==> src/rtl/im_loader.sv <==
// Instruction-memory loader: receives a byte stream, packs it big-endian into 32-bit words and
// writes them to sequential word addresses, holding the CPU in reset until a good image lands.
// Optional feature macro: IM_LOADER_CKSUM_EN (adds a trailing XOR checksum byte and CKSUM state).
module im_loader #(
    parameter int unsigned IM_WORDS  = 1024,
    parameter int unsigned MAX_LEN_W = 11
) (
    input  logic                 clk,
    input  logic                 reset,
    input  logic                 start,
    input  logic [MAX_LEN_W-1:0] len,
    input  logic [7:0]           rx_data,
    input  logic                 rx_valid,
    output logic                 rx_ready,
    output logic                 we,
    output logic [11:2]          wr_addr,
    output logic [31:0]          wr_data,
    output logic                 busy,
    output logic                 done,
    output logic                 err,
    output logic                 cpu_hold
);

    localparam logic [MAX_LEN_W-1:0] ImWordsL = MAX_LEN_W'(IM_WORDS);
    localparam logic [MAX_LEN_W-1:0] OneL     = MAX_LEN_W'(1);

`ifdef IM_LOADER_CKSUM_EN
    typedef enum logic [2:0] {StIdle, StRecv, StWrite, StDone, StCksum} state_e;
`else
    typedef enum logic [2:0] {StIdle, StRecv, StWrite, StDone} state_e;
`endif

    state_e                 state_q;
    logic [MAX_LEN_W-1:0]   len_q;
    logic [MAX_LEN_W-1:0]   word_cnt_q;
    logic [1:0]             byte_cnt_q;
    // Only the first three bytes need holding; the fourth goes straight into wr_data.
    logic [23:0]            shift_q;
    logic                   rx_ready_q;
    logic                   we_q;
    logic [11:2]            wr_addr_q;
    logic [31:0]            wr_data_q;
    logic                   busy_q;
    logic                   done_q;
    logic                   err_q;
    logic                   cpu_hold_q;
`ifdef IM_LOADER_CKSUM_EN
    logic [7:0]             acc_q;
`endif

    logic        len_ok;
    logic        rx_fire;
    logic [31:0] shift_nxt;
    logic        last_word;

    // Decode helpers shared by the FSM.
    always_comb begin
        len_ok    = (len != '0) && (len <= ImWordsL);
        rx_fire   = rx_valid && rx_ready_q;
        shift_nxt = {shift_q, rx_data};
        last_word = (word_cnt_q == (len_q - OneL));
    end

    // Loader FSM with all outputs registered alongside the state.
    always_ff @(posedge clk) begin
        if (reset) begin
            state_q    <= StIdle;
            len_q      <= '0;
            word_cnt_q <= '0;
            byte_cnt_q <= '0;
            shift_q    <= '0;
            rx_ready_q <= 1'b0;
            we_q       <= 1'b0;
            wr_addr_q  <= '0;
            wr_data_q  <= '0;
            busy_q     <= 1'b0;
            done_q     <= 1'b0;
            err_q      <= 1'b0;
            cpu_hold_q <= 1'b1;
`ifdef IM_LOADER_CKSUM_EN
            acc_q      <= '0;
`endif
        end else begin
            we_q <= 1'b0;
            unique case (state_q)
                // Start is honoured only when idle or finished; busy states ignore it.
                StIdle, StDone: begin
                    if (start) begin
                        len_q      <= len;
                        word_cnt_q <= '0;
                        byte_cnt_q <= '0;
                        shift_q    <= '0;
                        cpu_hold_q <= 1'b1;
`ifdef IM_LOADER_CKSUM_EN
                        acc_q      <= '0;
`endif
                        if (len_ok) begin
                            state_q    <= StRecv;
                            rx_ready_q <= 1'b1;
                            busy_q     <= 1'b1;
                            done_q     <= 1'b0;
                            err_q      <= 1'b0;
                        end else begin
                            state_q    <= StDone;
                            rx_ready_q <= 1'b0;
                            busy_q     <= 1'b0;
                            done_q     <= 1'b1;
                            err_q      <= 1'b1;
                        end
                    end
                end
                StRecv: begin
                    if (rx_fire) begin
                        shift_q    <= shift_nxt[23:0];
                        byte_cnt_q <= byte_cnt_q + 2'd1;
`ifdef IM_LOADER_CKSUM_EN
                        acc_q      <= acc_q ^ rx_data;
`endif
                        if (byte_cnt_q == 2'd3) begin
                            state_q    <= StWrite;
                            rx_ready_q <= 1'b0;
                            we_q       <= 1'b1;
                            wr_addr_q  <= word_cnt_q[9:0];
                            wr_data_q  <= shift_nxt;
                        end
                    end
                end
                StWrite: begin
                    if (last_word) begin
`ifdef IM_LOADER_CKSUM_EN
                        state_q    <= StCksum;
                        rx_ready_q <= 1'b1;
`else
                        state_q    <= StDone;
                        rx_ready_q <= 1'b0;
                        busy_q     <= 1'b0;
                        done_q     <= 1'b1;
                        err_q      <= 1'b0;
                        cpu_hold_q <= 1'b0;
`endif
                    end else begin
                        word_cnt_q <= word_cnt_q + OneL;
                        state_q    <= StRecv;
                        rx_ready_q <= 1'b1;
                    end
                end
`ifdef IM_LOADER_CKSUM_EN
                StCksum: begin
                    if (rx_fire) begin
                        state_q    <= StDone;
                        rx_ready_q <= 1'b0;
                        busy_q     <= 1'b0;
                        done_q     <= 1'b1;
                        err_q      <= (rx_data != acc_q);
                        cpu_hold_q <= (rx_data != acc_q);
                    end
                end
`endif
                default: begin
                    state_q <= StIdle;
                end
            endcase
        end
    end

    assign rx_ready = rx_ready_q;
    assign we       = we_q;
    assign wr_addr  = wr_addr_q;
    assign wr_data  = wr_data_q;
    assign busy     = busy_q;
    assign done     = done_q;
    assign err      = err_q;
    assign cpu_hold = cpu_hold_q;

endmodule

==> config.mk <==
export PLATFORM = sky130hd
export DESIGN_NAME = im_loader
export DESIGN_NICKNAME = d
export VERILOG_FILES = /design/src/rtl/im_loader.sv
export SDC_FILE = /design/constraint.sdc
export NUM_CORES = 1
export LEC_CHECK = 0
export ABC_AREA = 1
export CORE_MARGIN = 1.5
export CORE_UTILIZATION = 30
export DETAILED_ROUTE_END_ITERATION = 6
export GPL_TIMING_DRIVEN = 0
export PLACE_DENSITY = 0.5
export SKIP_LAST_GASP = 1
export SYNTH_ARGS = -nofsm -noshare
export SYNTH_HDL_FRONTEND = slang
export SYNTH_SLANG_ARGS = --single-unit
==> constraint.sdc <==
create_clock -name clk -period 2.5 [get_ports clk]
set_input_delay 0.25 -clock clk [delete_from_list [all_inputs] [get_ports clk]]
set_output_delay 0.25 -clock clk [all_outputs]
set_load 0.05 [all_outputs]
# ---- Word level (Yosys, flattened, before mapping)
# Index checks and enable logic that the tools add are counted.
dict set report classes {
  add_sub_neg 3
  order_cmp 1
  n_eq_ne 10
  mux 31
  bitwise_logic 2
  n_reduce_logical 16
}
# operator n
set op_table {}
lappend op_table {{24-bit 2-to-1 mux} 2}
lappend op_table {{24-bit case mux with 2 select lines} 1}
lappend op_table {{11-bit 2-to-1 mux} 2}
lappend op_table {{11-bit case mux with 2 select lines} 1}
lappend op_table {{3-bit AND reduction} 5}
lappend op_table {{11-bit by 1-bit adder with 11-bit output (second input constant)} 1}
lappend op_table {{11-bit equality test} 1}
lappend op_table {{11-bit less-or-equal comparator (second input constant)} 1}
lappend op_table {{1-bit 2-to-1 mux} 11}
lappend op_table {{11-bit nonzero test} 1}
lappend op_table {{11-bit by 1-bit subtractor with 11-bit output (second input constant)} 1}
lappend op_table {{2-bit != test (second input constant)} 5}
lappend op_table {{3-bit 2-to-1 mux} 3}
lappend op_table {{3-bit case mux with 3 select lines} 1}
lappend op_table {{2-bit 2-to-1 mux} 4}
lappend op_table {{1-bit case mux with 2 select lines} 4}
lappend op_table {{3-bit by 2-bit equality test with 1-bit output (second input constant)} 2}
lappend op_table {{2-bit case mux with 2 select lines} 1}
lappend op_table {{4-bit AND reduction} 1}
lappend op_table {{2-bit nonzero test} 2}
lappend op_table {{3-bit by 1-bit equality test with 1-bit output (second input constant)} 1}
lappend op_table {{3-bit zero test} 1}
lappend op_table {{1-bit case mux with 3 select lines} 1}
lappend op_table {{3-bit nonzero test} 1}
lappend op_table {{other kinds (7)} 9}
dict set report word_totals {
  ff_bits 99
  in_bits 23
  out_inout_bits 48
  wordCells 76
}

# ---- Longest topological paths before layout
# Gate-level depths: netlist of run 1.
dict set report logic_depth {
  ltp_word 5
  depth_mapped 16
}

# ---- Worst setup path after synthesis of run 1
# OpenSTA, ideal clock, no wires.
dict set report synth_timing {
  path_kind {flip-flop to flip-flop}
  from {register len_q[0]}
  to {register word_cnt_q[4]}
  setup_ns 0.069
  t_arrival_ns 1.796
  required_time_ns 2.431
  slack_ns 0.634
  path_stages_with_launch 14
  n_path_buf 1
  synth_period_minus_slack_ns 1.866
  path_cell_list {dfxtp_1 -> inv_1 -> ha_1 -> nand2_1 -> nor2_1 -> nand2_1 -> o21bai_1 -> nand3_1 -> nor2_4 -> nand3_4 -> nand2_4 -> buf_12 -> nand2_2 -> a21oi_2}
}
dict set report synth_between {
  elab_chain_cells 4
}
# element line
set synth_lines {}
lappend synth_lines {{start, declared} 34} ;# logic [MAX_LEN_W-1:0] len_q;
lappend synth_lines {{start signal, assigned} 89} ;# len_q <= len;
lappend synth_lines {{11-bit by 1-bit subtractor with 11-bit output} 61} ;# last_word = (word_cnt_q == (len_q - OneL));
lappend synth_lines {{11-bit equality test} 61}
lappend synth_lines {{2-bit != test (no line)} -}
lappend synth_lines {{3-bit AND reduction (no line)} -}
lappend synth_lines {{end signal, assigned} 142} ;# word_cnt_q <= word_cnt_q + OneL;
lappend synth_lines {{end, declared} 35} ;# logic [MAX_LEN_W-1:0] word_cnt_q;
# No other way between the ends.
# A chain may end at the register's enable or synchronous reset.

# ---- Worst setup path in the final report of run 1
# Ends and elaborated chain as after synthesis.

==> results of run 1 <==
==> report_power, final <==
part,internal [mW],switching (mW)
Sequential,1.71,0.131
Clock,0.810,0.632
Combinational,0.590,1.22
Total,3.11,1.99
==> per-layer routing <==
metal	routed length [um]	part of all wire (%)
met5	0	0
met1	5680	47
met4	191	1.6
met2	5780	48
met3	473	3.9
==> logic make-up (layout without fill, tap and decap cells) <==
logic type	count (synthesis)	after routing
AO/OA/AOI/OAI	146	146
XOR/XNOR	10	10
adder cells (fa/ha/maj)	6	6
buffers and inverters	99	185
flip-flops	98	98
AND/OR/NAND/NOR	227	227
==> sequential cells by signal, indices dropped and copies added (netlist names) <==
register	flops
state_q	2
shift_q	24
wr_data	32
wr_addr	10
err	1
busy	1
done	1
cpu_hold	1
we	1
byte_cnt_q	2
rx_ready	1
len_q	11
word_cnt_q	11
==> per-stage QoR <==
step | setup WS, ns | power [mW]
floorplan | 0.634 | 3.20
global placement | 0.229 | 3.68
detailed placement | 0.180 | 3.69
CTS | 0.178 | 5.14
global route | 0.0420 | 5.42
finish | 0.243 | 5.10
==> area by class of cell <==
| class | instances | area, um2 | share of cell area, % |
|---|---|---|---|
| Buffer | 26 | 126 | 2.28 |
| Clock buffer | 11 | 243 | 4.37 |
| Clock inverter | 5 | 61.3 | 1.10 |
| Inverter | 73 | 274 | 4.94 |
| Multi-Input combinational cell | 389 | 1960 | 35.3 |
| Sequential cell | 98 | 1960 | 35.3 |
| Tap cell | 180 | 225 | 4.06 |
| Timing Repair Buffer | 70 | 701 | 12.6 |
==> path summary, 6_finish.rpt <==
check,startpoint,endpoint,slack [ns],cells after the start
min reg2reg,cpu_hold,cpu_hold,0.45,2
max reg2reg,len_q[0],word_cnt_q[4],0.24,13
min,cpu_hold,cpu_hold,0.45,2
max,len_q[0],word_cnt_q[4],0.24,13
==> Yosys cell counts (3+ instances only) <==
master	number	area [um2]
inv_2	3	11.3
nor2_2	3	18.8
nand3_1	21	105
a21oi_2	9	78.8
clkbuf_1	21	78.8
or2_2	4	25.0
a21oi_1	56	280
or2_1	4	25.0
nand2_2	11	68.8
xnor2_1	4	35.0
nand4_1	5	31.3
xor2_1	6	52.6
o21ai_0	59	295
dfxtp_1	98	1960
o22ai_1	15	93.8
ha_1	6	75.1
nand2_1	79	297
nor2_1	87	327
nor3_1	6	30.0
inv_1	68	255
==> what timing repair did <==
| item | 4_1_cts | 5_1_grt |
|---|---|---|
| endpoints found under the setup margin | 0 | 3 |
| resized for setup | 0 | 3 |
| endpoints found under the hold margin | 0 | 0 |
==> critical path: stages (launching register included) <==
cell	delay, ns
dfxtp_1	0.34
inv_1	0.20
ha_1	0.25
nand2_1	0.10
nor2_1	0.17
nand2_1	0.10
o21bai_1	0.15
nand3_1	0.13
nor2_4	0.15
nand3_4	0.15
nand2_4	0.13
buf_12	0.14
nand2_2	0.05
a21oi_2	0.12
==> impl_metrics.py, run 1 <==
metrics = {
    "run_status": {
        "outcome": "finished, final reports clean",
    },
    "cts": {
        "clkTransAtPathRegs_ns": 0.07,
        "postCtsSetupRepairBufs": 0,
        "hold_buffers": 0,
        "htreeDepth": 3,
        "cts-buffers-inserted": 9,
        "cts_sinks": 98,
        "clock_latency_ns": 0.35,
        "cts_max_path_buffers": 2,
        "cts_tree": "done",
        "clock_tree.root_cell": "clkbuf_16",
    },
    "power": {
        "vdd.ir_drop.worst_v": 0.000443,
        "power_density_mw_per_mm2": 919,
        "leakagePower_nw": 2.06,
    },
    "layout": {
        "fin_cells": 852,
        "drive_gt1_share_pct": 8.18,
        "nets": 696,
        "area_growth_pct": 28.5,
        "final_common_cell": "dfxtp_1",
        "final_area_mm2": 0.00555,
        "final_cell_mix": "dfxtp_1, nor2_1, nand2_1, clkdlybuf4s50_1, inv_1",
        "utilization_pct": 39.7,
        "diodes": 0,
        "fillCellCount": 1487,
    },
    "flow_run": {
        "cap_violations": 0,
    },
    "yosys": {
        "synth_cells": 586,
        "ys.flop_type": "dfxtp_1",
        "synth.area.mux_share_pct": 0,
        "synth_top_family_by_area": "simple AND/OR/NAND/NOR gates",
        "ys_seq_area_share_pct": 45.4,
        "synth_seq_cells": 98,
        "synth_nets": 615,
        "synth_enable_flop_cells": 0,
        "yosysUniqueCellTypes": 34,
        "synthAdderAreaFrac_pct": 1.74,
        "yosys_warnings": 0,
        "synthSimpleGateAreaFrac_pct": 23.2,
        "synth-xor-area-share_pct": 2.03,
        "async_flop_share_pct": 0,
        "synth-compound-area-share_pct": 18.4,
        "netlist_area_mm2": 0.00432,
        "avgSynthCellArea_um2": 7.37,
    },
    "critical_path": {
        "crit_path_start_kind": "register",
        "crit_path_max_fanout": 10,
        "worstSetupPathType": "reg -> reg",
        "setup.worst_path.end_class": "register",
        "required_ns": 2.78,
        "arrival_ns": 2.54,
    },
    "sta": {
        "final.setup.tns_ns": 0,
        "timing.slew.headroom_pct": 56.3,
        "rsz0062_at_grt": "no",
        "max_freq_mhz": 443,
        "hold_viol": 0,
        "setup_viol": 0,
        "clock_skew_ns": 0.00684,
        "worst_pin_slew_ns": 0.656,
        "fin_crit_ns": 2.26,
        "drv_slew": 0,
        "timing.hold.ws_ns": 0.452,
        "fin_crit_sh_pct": 90.3,
    },
    "grt": {
        "grt_pass1_wl_um": 19500,
        "antenna_found_initial": 0,
        "grt_pass1_vias": 3913,
        "grt_start_max_net_pins": 17,
        "grt-ovfl-total": 0,
        "grt_util_met1_pct": 20.6,
        "busiest_layer": "met2",
        "globalRouteMet3Util_pct": 4.34,
        "met2_usage_pct": 28.6,
        "grtUsageTotal_pct": 16.7,
    },
    "placed_design": {
        "port_buffers": 70,
        "dpl.cell_count": 836,
        "placed_area_mm2": 0.00524,
        "gp_congestion": 0.836,
        "hpwl_um": 8840,
    },
    "floorplan": {
        "rows": 43,
        "core_area_mm2": 0.0140,
        "ioPinCount": 71,
        "die_x_um": 123,
        "die_area_mm2": 0.0151,
        "start_util_pct": 30.9,
        "die_h_um": 123,
    },
    "routing": {
        "dr.pass1.iters": 4,
        "num_vias": 4006,
        "wl_per_cell_um": 14.2,
        "wirelength_um": 12100,
        "drc": 0,
        "drt-initial-drc-count": 178,
        "vias_per_cell": 4.70,
        "drtAntennaViolNets": 0,
    },
    "worst_hold_path": {
        "hold_path.class": "reg -> reg",
    },
}
Power figures use the tool's default switching activity.
==> run 2: changes to the inputs <==
--- a/config.mk
+++ b/config.mk
@@ -5,7 +5,6 @@
 export SDC_FILE = /design/constraint.sdc
 export NUM_CORES = 1
 export LEC_CHECK = 0
-export ABC_AREA = 1
 export CORE_MARGIN = 1.5
 export CORE_UTILIZATION = 30
 export DETAILED_ROUTE_END_ITERATION = 6
==> constraint.sdc (replaced) <==
create_clock -name clk -period 2.5 [get_ports clk]
set_input_delay 0.75 -clock clk [delete_from_list [all_inputs] [get_ports clk]]
set_output_delay 0.75 -clock clk [all_outputs]
set_load 0.05 [all_outputs]
==> run 2 against run 1 <==
Effect of this change:
- sequential power fell by 5%
- synthesized area shrank 6.9%
- total power shrank 10%
- largest cell class is now multi-input gates
- critical endpoint is now word_cnt_q[5]
==> impl_metrics.py, run 2 <==
metrics = {
    "layout": {
        "nets": 603,
        "largest_register_ff_count": 32,
        "drive_gt1_share_pct": 10.2,
        "fin_cells": 755,
        "fillCellCount": 1339,
        "final_common_cell": "nand2_1",
        "utilization_pct": 41.5,
        "area_growth_pct": 35.6,
        "final_cell_mix": "nand2_1, dfxtp_1, clkdlybuf4s50_1, a21oi_1, nor2_1",
        "diodes": 0,
    },
    "placed_design": {
        "hpwl_um": 7760,
        "port_buffers": 70,
        "gp_congestion": 0.806,
        "dpl.cell_count": 732,
        "dpl_worst_slack_ns": -0.366,
    },
    "floorplan": {
        "die_x_um": 119,
        "start_util_pct": 30.6,
        "die_h_um": 119,
        "ioPinCount": 71,
        "core_area_mm2": 0.0131,
        "rows": 42,
        "die_area_mm2": 0.0141,
    },
    "routing": {
        "drt-initial-drc-count": 192,
        "num_vias": 3654,
        "vias_per_cell": 4.84,
        "drtAntennaViolNets": 0,
        "wl_per_cell_um": 14.4,
        "dr.pass1.iters": 4,
        "wirelength_um": 10900,
        "drc": 0,
    },
    "grt": {
        "grt_pass1_wl_um": 17600,
        "grt_pass1_vias": 3610,
        "antenna_found_initial": 0,
        "grt_start_max_net_pins": 20,
        "grt-ovfl-total": 0,
        "grtUsageTotal_pct": 15.8,
    },
    "power": {
        "leakagePower_nw": 1.81,
        "finalPower_mw": 4.58,
        "power_density_mw_per_mm2": 841,
        "vdd.ir_drop.worst_v": 0.000393,
    },
    "yosys": {
        "synthTopCellsByArea": "dfxtp_1, nand2_1, a21oi_1, a22oi_1, nor2_1",
        "synth.most_common_cell": "nand2_1",
        "ys_seq_area_share_pct": 48.8,
        "synth_top_area_share_pct": 48.8,
        "synth_nets": 515,
        "netlist_area_mm2": 0.00402,
        "synth_enable_flop_cells": 0,
        "yosys_warnings": 0,
        "yosysUniqueCellTypes": 50,
        "synth_commonest_cells": "nand2_1, dfxtp_1, a21oi_1",
        "ys.flop_type": "dfxtp_1",
        "synth_cells": 486,
        "async_flop_share_pct": 0,
        "synth_seq_cells": 98,
        "avgSynthCellArea_um2": 8.27,
        "yosysTopAreaCell": "dfxtp_1",
    },
    "sta": {
        "timing.slew.headroom_pct": 57.7,
        "rsz0062_at_grt": "yes",
        "fin_ws_ns": 0.00511,
        "timing.hold.ws_ns": 0.460,
        "setup_viol": 0,
        "hold_viol": 0,
        "max_freq_mhz": 401,
        "clock_skew_ns": 0.00727,
        "fin_crit_sh_pct": 99.8,
        "fin_crit_ns": 2.49,
        "worst_pin_slew_ns": 0.634,
        "drv_slew": 0,
    },
    "critical_path": {
        "setup.worst_path.end_class": "register",
        "arrival_ns": 2.79,
        "worstSetupPathType": "reg -> reg",
        "crit_path_max_fanout": 6,
        "required_ns": 2.79,
        "crit_path_start_kind": "register",
    },
    "cts": {
        "cts_sinks": 98,
        "cts_max_path_buffers": 2,
        "clock_latency_ns": 0.36,
        "htreeDepth": 3,
        "clock_tree.root_cell": "clkbuf_16",
        "clkTransAtPathRegs_ns": 0.07,
        "cts_tree": "done",
        "cts-buffers-inserted": 9,
    },
    "worst_hold_path": {
        "hold_path.class": "reg -> reg",
    },
    "run_status": {
        "outcome": "finished, final reports clean",
    },
    "flow_run": {
        "cap_violations": 0,
    },
}
-- run 2: cell types whose count changed after synthesis, sizes merged, moves of 5 or more --
cell and delta:
or3 +7, nand2 +31, or4 +5, clkbuf +5
a22oi +25, nor4 +5, o22ai -14, nor2 -52
xnor2 +7, o21ai -57, nand3 -16, inv -64
or2 -6
-- run 2: final cells by class --
class	instances	area, um2	area share (%)
Clock buffer	9	225	4.13
Inverter	7	26.3	0.482
Clock inverter	7	95.1	1.74
Timing Repair Buffer	76	752	13.8
Sequential cell	98	1970	36.1
Tap cell	176	220	4.04
Buffer	30	135	2.48
Multi-Input combinational cell	352	2030	37.2
-- run 2: worst max-delay path, cell delays in order (launching register included) --
cell and delay [ns]:
dfxtp_4 0.37, inv_1 0.11, ha_4 0.15, nor3b_4 0.22
buf_6 0.14, mux2_2 0.32, nand3_1 0.08, a32o_2 0.29
nor3_2 0.10, or4_4 0.52, a21oi_2 0.13
-- run 2: power breakdown --
group	switching, mW	leakage (nW)	internal (mW)
logic	0.817	0.863	0.517
registers	0.0992	0.794	1.65
clock network	0.688	0.158	0.810
-- run 2: metal layers --
layer | global-route usage [%] | share of wire [%]
met4 | 5.65 | 1.9
met5 | 0 | 0
met3 | 5.36 | 5.0
met2 | 25.4 | 46
met1 | 19.6 | 47
-- run 2: stage by stage --
| step | area, um2 | setup TNS (ns) |
|---|---|---|
| after detailed placement | 4940 | -14.16 |
| after global routing | 5450 | -0.401 |
| after CTS | 5330 | -0.00110 |
| final | 5450 | 0 |
| after floorplan | 4020 | 0 |
| after global placement | 4940 | -11.02 |
-- run 2: cells by family after synthesis --
kind of cell             share of synthesized area, %
multiplexers                                     1.03
AO/OA/AOI/OAI                                    18.1
XOR/XNOR                                         2.83
buffers and inverters                            4.01
adder cells (fa/ha/maj)                          1.87
AND/OR/NAND/NOR                                  23.3
flip-flops                                       48.8
-- run 2: final timing paths --
path / start / endpoint / slack (ns) / cells after the start
hold reg to reg: wr_addr[6] / wr_addr[6] / 0.46 / 2
hold / removal: wr_addr[6] / wr_addr[6] / 0.46 / 2
setup reg to reg: len_q[0] / word_cnt_q[5] / 0.005 / 10
setup / recovery: len_q[0] / word_cnt_q[5] / 0.005 / 10
-- run 2: what timing repair did --
action	4_1_cts	5_1_grt
resized for setup	8	24
setup endpoints to repair	17	36
setup buffers	1	6
pin swaps	1	10
endpoints found under the hold margin	0	0
hold buffers	0	0
gates cloned	1	0
